$ cat src/rtl/adc_sampler_pkg.sv
// rtl/adc_sampler_pkg.sv - shared FSM encoding and default parameters for adc_sampler
package adc_sampler_pkg;

    localparam int DEF_WIDTH      = 10;
    localparam int DEF_FRAME_BITS = 16;
    localparam int DEF_LEAD_BITS  = 4;
    localparam int DEF_SCLK_HALF  = 2;
    localparam int DEF_SAMPLE_DIV = 1000;

    typedef enum logic [1:0] {
        ST_IDLE  = 2'd0,
        ST_SETUP = 2'd1,
        ST_SHIFT = 2'd2,
        ST_QUIET = 2'd3
    } state_e;

endpackage

$ cat src/rtl/adc_sample_timer.sv
// rtl/adc_sample_timer.sv - free-running sample period counter with one-cycle tick
module adc_sample_timer
    import adc_sampler_pkg::*;
#(
    parameter int sample_div = DEF_SAMPLE_DIV
) (
    input  logic clock,
    input  logic reset,
    output logic tick
);

    localparam int CNT_W = (sample_div > 1) ? $clog2(sample_div) : 1;
    localparam logic [CNT_W-1:0] CNT_LAST = CNT_W'(sample_div - 1);

    logic [CNT_W-1:0] count_q;
    logic [CNT_W-1:0] count_d;

    always_comb begin
        tick    = (count_q == CNT_LAST);
        count_d = tick ? '0 : count_q + CNT_W'(1);
    end

    always_ff @(posedge clock) begin
        if (reset) begin
            count_q <= '0;
        end else begin
            count_q <= count_d;
        end
    end

endmodule

$ cat src/rtl/adc_sampler.sv
// rtl/adc_sampler.sv - serial ADC frame reader feeding the fir with one word per sample period
module adc_sampler
    import adc_sampler_pkg::*;
#(
    parameter int width      = DEF_WIDTH,
    parameter int frame_bits = DEF_FRAME_BITS,
    parameter int lead_bits  = DEF_LEAD_BITS,
    parameter int sclk_half  = DEF_SCLK_HALF,
    parameter int sample_div = DEF_SAMPLE_DIV
) (
    input  logic             clock,
    input  logic             reset,
    input  logic             adc_sdo,
    output logic             adc_cs_n,
    output logic             adc_sclk,
    output logic [width-1:0] data_out,
    output logic             calculate,
    output logic             overrun
);

    localparam int PH_W  = $clog2(2 * sclk_half + 1);
    localparam int BIT_W = $clog2(frame_bits + 1);

    localparam logic [PH_W-1:0]  HALF_LAST  = PH_W'(sclk_half - 1);
    localparam logic [PH_W-1:0]  QUIET_LAST = PH_W'(2 * sclk_half - 1);
    localparam logic [BIT_W-1:0] BIT_LAST   = BIT_W'(frame_bits - 1);
    localparam logic [BIT_W-1:0] DATA_FIRST = BIT_W'(lead_bits);
    localparam logic [BIT_W-1:0] DATA_END   = BIT_W'(lead_bits + width);

    logic tick;

    state_e            state_q, state_d;
    logic [PH_W-1:0]   ph_q, ph_d;
    logic              hi_q, hi_d;
    logic [BIT_W-1:0]  bit_q, bit_d;
    logic [width-1:0]  shreg_q, shreg_d;
    logic [width-1:0]  data_q, data_d;
    logic              calc_q, calc_d;
    logic              ovr_q, ovr_d;
    logic              cs_n_q, cs_n_d;
    logic              sclk_q, sclk_d;

    adc_sample_timer #(
        .sample_div(sample_div)
    ) u_timer (
        .clock(clock),
        .reset(reset),
        .tick (tick)
    );

    always_comb begin
        state_d = state_q;
        ph_d    = ph_q;
        hi_d    = hi_q;
        bit_d   = bit_q;
        shreg_d = shreg_q;
        data_d  = data_q;
        calc_d  = 1'b0;
        ovr_d   = ovr_q;

        case (state_q)
            ST_IDLE: begin
                ph_d = '0;
                if (tick) begin
                    state_d = ST_SETUP;
                end
            end

            ST_SETUP: begin
                if (tick) begin
                    ovr_d = 1'b1;
                end
                if (ph_q == HALF_LAST) begin
                    state_d = ST_SHIFT;
                    ph_d    = '0;
                    hi_d    = 1'b0;
                    bit_d   = '0;
                end else begin
                    ph_d = ph_q + PH_W'(1);
                end
            end

            ST_SHIFT: begin
                if (tick) begin
                    ovr_d = 1'b1;
                end
                if (ph_q == HALF_LAST) begin
                    ph_d = '0;
                    if (!hi_q) begin
                        // Last low cycle: the next edge is the SCLK rise, so sample here.
                        hi_d = 1'b1;
                        if (bit_q >= DATA_FIRST && bit_q < DATA_END) begin
                            shreg_d = {shreg_q[width-2:0], adc_sdo};
                        end
                    end else begin
                        hi_d = 1'b0;
                        if (bit_q == BIT_LAST) begin
                            state_d = ST_QUIET;
                            data_d  = shreg_q;
                            calc_d  = 1'b1;
                        end else begin
                            bit_d = bit_q + BIT_W'(1);
                        end
                    end
                end else begin
                    ph_d = ph_q + PH_W'(1);
                end
            end

            ST_QUIET: begin
                if (ph_q == QUIET_LAST) begin
                    // A tick landing on the way back to idle is a normal frame start.
                    ph_d    = '0;
                    state_d = tick ? ST_SETUP : ST_IDLE;
                end else begin
                    ph_d = ph_q + PH_W'(1);
                    if (tick) begin
                        ovr_d = 1'b1;
                    end
                end
            end

            default: begin
                state_d = ST_IDLE;
                ph_d    = '0;
            end
        endcase

        // Pins are registered from the next state so they never glitch on decode.
        cs_n_d = (state_d == ST_IDLE) || (state_d == ST_QUIET);
        sclk_d = !((state_d == ST_SHIFT) && !hi_d);
    end

    always_ff @(posedge clock) begin
        if (reset) begin
            state_q <= ST_IDLE;
            ph_q    <= '0;
            hi_q    <= 1'b0;
            bit_q   <= '0;
            shreg_q <= '0;
            data_q  <= '0;
            calc_q  <= 1'b0;
            ovr_q   <= 1'b0;
            cs_n_q  <= 1'b1;
            sclk_q  <= 1'b1;
        end else begin
            state_q <= state_d;
            ph_q    <= ph_d;
            hi_q    <= hi_d;
            bit_q   <= bit_d;
            shreg_q <= shreg_d;
            data_q  <= data_d;
            calc_q  <= calc_d;
            ovr_q   <= ovr_d;
            cs_n_q  <= cs_n_d;
            sclk_q  <= sclk_d;
        end
    end

    assign adc_cs_n  = cs_n_q;
    assign adc_sclk  = sclk_q;
    assign data_out  = data_q;
    assign calculate = calc_q;
    assign overrun   = ovr_q;

endmodule

$ cat config.mk
export PLATFORM = sky130hd
export DESIGN_NAME = adc_sampler
export DESIGN_NICKNAME = d
export VERILOG_FILES = /design/src/rtl/adc_sampler_pkg.sv /design/src/rtl/adc_sample_timer.sv /design/src/rtl/adc_sampler.sv
export SDC_FILE = /design/constraint.sdc
export NUM_CORES = 1
export LEC_CHECK = 0
export ABC_AREA = 0
export ABC_CLOCK_PERIOD_IN_PS = 2500
export CAP_MARGIN = 20
export CORE_MARGIN = 4
export CORE_UTILIZATION = 55
export CTS_CLUSTER_SIZE = 30
export DETAILED_ROUTE_END_ITERATION = 16
export PLACE_DENSITY = 0.76
export SYNTH_ARGS = -nofsm -noshare
export SYNTH_HDL_FRONTEND = slang
export SYNTH_HIERARCHICAL = 1
export SYNTH_SLANG_ARGS = --single-unit
export TNS_END_PERCENT = 50
$ cat constraint.sdc
create_clock -name clock -period 2.5 [get_ports clock]
set_input_delay 0.5 -clock clock [delete_from_list [all_inputs] [get_ports clock]]
set_output_delay 0.5 -clock clock [all_outputs]
set_load 0.02 [all_outputs]
==> impl_metrics.csv <==
group,metric,value,unit
run_status,status,"complete, no violations",
cts,cts_tree,"done",
floorplan,io_pins,17,
route,drtAntennaViolNets,0,
global_route,grt_use_total,17.3,%
placed_design,numPlacedInstances,304,
logic_synthesis,synth_flop_cell,"dfxtp_1",
critical_path,slowest_stage,"or3b_2",
global_route,grt.overflow.total,0,
critical_path,worstSetupEndpointType,"flip-flop",
critical_path,rrSetupSlack,0.16,ns
sta,setup_tns,0,ns
placed_design,detailed_place_hpwl,3050,um
critical_path,critPathMaxFanout,5,
logic_synthesis,syn_area,0.00217,mm2
sta,period_needed,2.34,ns
layout,final_area,0.00254,mm2
flow_run,cap_viol_max_count,0,
logic_synthesis,synth_edf_count,0,
route,wl,4060,um
sta,slew_violations,0,
sta,fmax,427,MHz
logic_synthesis,synth_cell_types,50,
global_route,antenna_found_initial,0,
placed_design,place.gp.congestion,0.788,
sta,post-route-period-util,93.8,%
critical_path,crit_path_max_incr_delay,0.43,ns
power_and_ir_drop,total_power,1430,uW
route,wire_per_inst,13.0,um
placed_design,place_ws,0.126,ns
critical_path,ff2ff_path_depth,8,
critical_path,crit_top_cell,"ha_1",
logic_synthesis,ys_ff_latch,45,
global_route,grt_pass1_vias,1678,
floorplan,num_rows,22,
route,drt-pass1-iter-count,4,
worst_hold_path,hold_depth,2,
layout,fin_nets,282,
cts,cts-root-buf,"clkbuf_8",
critical_path,cp.required,2.67,ns
placed_design,portBuffers,16,
route,drtIter0Drc,82,
layout,areaGrowthSynthToFinish,16.9,%
route,routed_via_density,5.48,
cts,cts_buffer_depth,2,
logic_synthesis,yosys_warnings,6,
sta,setup_violations,0,
floorplan,start_util,58.1,%
sta,rsz0062_at_grt,"no",
route,drc,0,
layout,layout-drive-gt1-share,9.85,%
power_and_ir_drop,vdd_drop_max,0.286,mV
cts,clkSlewWorstSetupHoldPaths,0.08,ns
critical_path,path_cells,"ha_1, and3_1, ha_1, and4b_2, a21o_1, a221oi_2, ha_1, or3b_2",
logic_synthesis,synth_cells,241,
floorplan,die_area,0.00502,mm2
global_route,grt_max_degree,18,
sta,slew_headroom,70.3,%
cts,htree_levels,2,
critical_path,path_class,"flip-flop to flip-flop",
power_and_ir_drop,power_density,565,mW/mm2
worst_hold_path,hold_path_class,"flip-flop to flip-flop",
cts,hold_buffers,0,
cts,cts.sinks,45,
sta,postLayoutSetupSlackWorst,0.156,ns
layout,stdcell_count,312,
floorplan,die_h,70.9,um
cts,clk_latency,0.29,ns
logic_synthesis,syn-num-nets,260,
power_and_ir_drop,p_leak,0.000931,uW
critical_path,crit_arrival,2.51,ns
placed_design,place_area,0.00241,mm2
floorplan,core,0.00374,mm2
global_route,grt_pass1_wl,7170,um
logic_synthesis,yosysSeqAreaShare,41.5,%
sta,tightest_slew,0.446,ns
cts,numCtsBuffers,5,
critical_path,start_kind,"flip-flop",
route,vias,1709,
logic_synthesis,async_reset_ff_share,0,%
layout,diodes,0,
floorplan,die_x,70.9,um
cts,post_cts_buffers,0,
sta,finalClockSkew,0.00489,ns
logic_synthesis,syn_area_per_cell,9.02,um2
sta,finalHoldViolCount,0,
power by group:
group / switching, uW / internal, uW
logic: 69.5 / 51.8
clock network: 236 / 325
registers: 19.7 / 732
total: 326 / 1110
metrics by stage:
stage          utilization (%)  hold slack, ns
2_1_floorplan                -           0.426
3_3_place_gp              64.5           0.438
3_5_place_dp              64.5           0.447
4_1_cts                   67.7           0.459
5_1_grt                   67.8           0.479
6_report                  67.8           0.458
cells in the final DEF, fill, tap and decap left out, types with 2 or more instances in the layout:
cell,instances
nand2_1,27
nor4_1,2
xnor2_1,2
and2_1,2
inv_1,17
clkdlybuf4s50_1,16
o211ai_1,2
a211oi_1,4
and3_1,4
buf_4,5
mux2i_1,10
dfxtp_1,45
clkbuf_8,6
nand3_1,8
nor3_1,2
nand2b_1,13
o31ai_1,2
ha_1,16
a21oi_1,19
a31oi_1,4
or3_1,2
nor2b_1,6
nor2_1,10
nand4_1,2
o21ai_0,9
logic make-up (layout without fill, tap and decap cells):
kind of cell | Yosys count | after routing | share of synthesized area (%)
AND/OR/NAND/NOR | 95 | 95 | 25.3
buffers and inverters | 23 | 46 | 4.03
XOR/XNOR | 3 | 3 | 1.21
adder cells (fa/ha/maj) | 16 | 16 | 9.21
AO/OA/AOI/OAI | 49 | 49 | 14.2
multiplexers | 10 | 10 | 4.61
flip-flops | 45 | 45 | 41.5
state kept, by name, indices dropped and copies added (netlist names), 2 cells and up:
| register | count |
|---|---|
| bit_q | 5 |
| data_out | 10 |
| ph_q | 3 |
| shreg_q | 10 |
| state_q | 2 |
| u_timer/count_q | 10 |
Yosys cell counts, types with 2 or more instances:
library cell  number  area, um2
nand3_1            8       40.0
o211ai_1           2       15.0
a31oi_1            4       25.0
mux2i_1           10        100
nor3_1             2       10.0
nor4_1             3       18.8
and3_1             4       25.0
inv_1             17       63.8
nand2b_1          13       81.3
clkbuf_1           5       18.8
nor2_1            10       37.5
and2_1             2       12.5
dfxtp_1           45        901
nand4_1            2       12.5
or3_1              2       12.5
o21ai_0            9       45.0
a21oi_1           19       95.1
xnor2_1            2       17.5
o31ai_1            2       15.0
ha_1              16        200
nand2_1           27        101
a211oi_1           4       30.0
nor2b_1            6       37.5
area by class of cell:
| type | count | area [um2] |
|---|---|---|
| Multi-Input combinational cell | 173 | 1200 |
| Inverter | 17 | 63.8 |
| Fill cell | 348 | 1200 |
| Clock buffer | 6 | 82.6 |
| Sequential cell | 45 | 901 |
| Tap cell | 48 | 60.1 |
| Clock inverter | 2 | 37.5 |
| Timing Repair Buffer | 21 | 198 |
final timing paths:
kind	startpoint	endpoint
max	bit_q[0]	adc_sclk
min reg2reg	data_out[3]	data_out[3]
max reg2reg	bit_q[0]	adc_sclk
min	data_out[3]	data_out[3]
per-layer routing:
layer  vias up  wire length [um]  track usage (%)  share of wire (%)
li1        893                 -                -                  -
met1       782              2010             22.4                 50
met2        28              1850             28.1                 46
met3         6               128             3.55                3.2
met4         0                65             7.10                1.6
met5         -                 0                0                  0
critical path: cells and delay by family, from the launching register on:
| family | cells | cell delay (ns) |
|---|---|---|
| AND/OR/NAND/NOR | 3 | 0.87 |
| AO/OA/AOI/OAI | 2 | 0.41 |
| adder cells (fa/ha/maj) | 3 | 0.61 |
| flip-flops | 1 | 0.34 |
what timing repair did:
action                                 CTS  global route
endpoints found under the hold margin    0             0
resized for setup                        0             1
setup endpoints to repair                0             1
No activity file was read; power rests on OpenSTA's default activity.
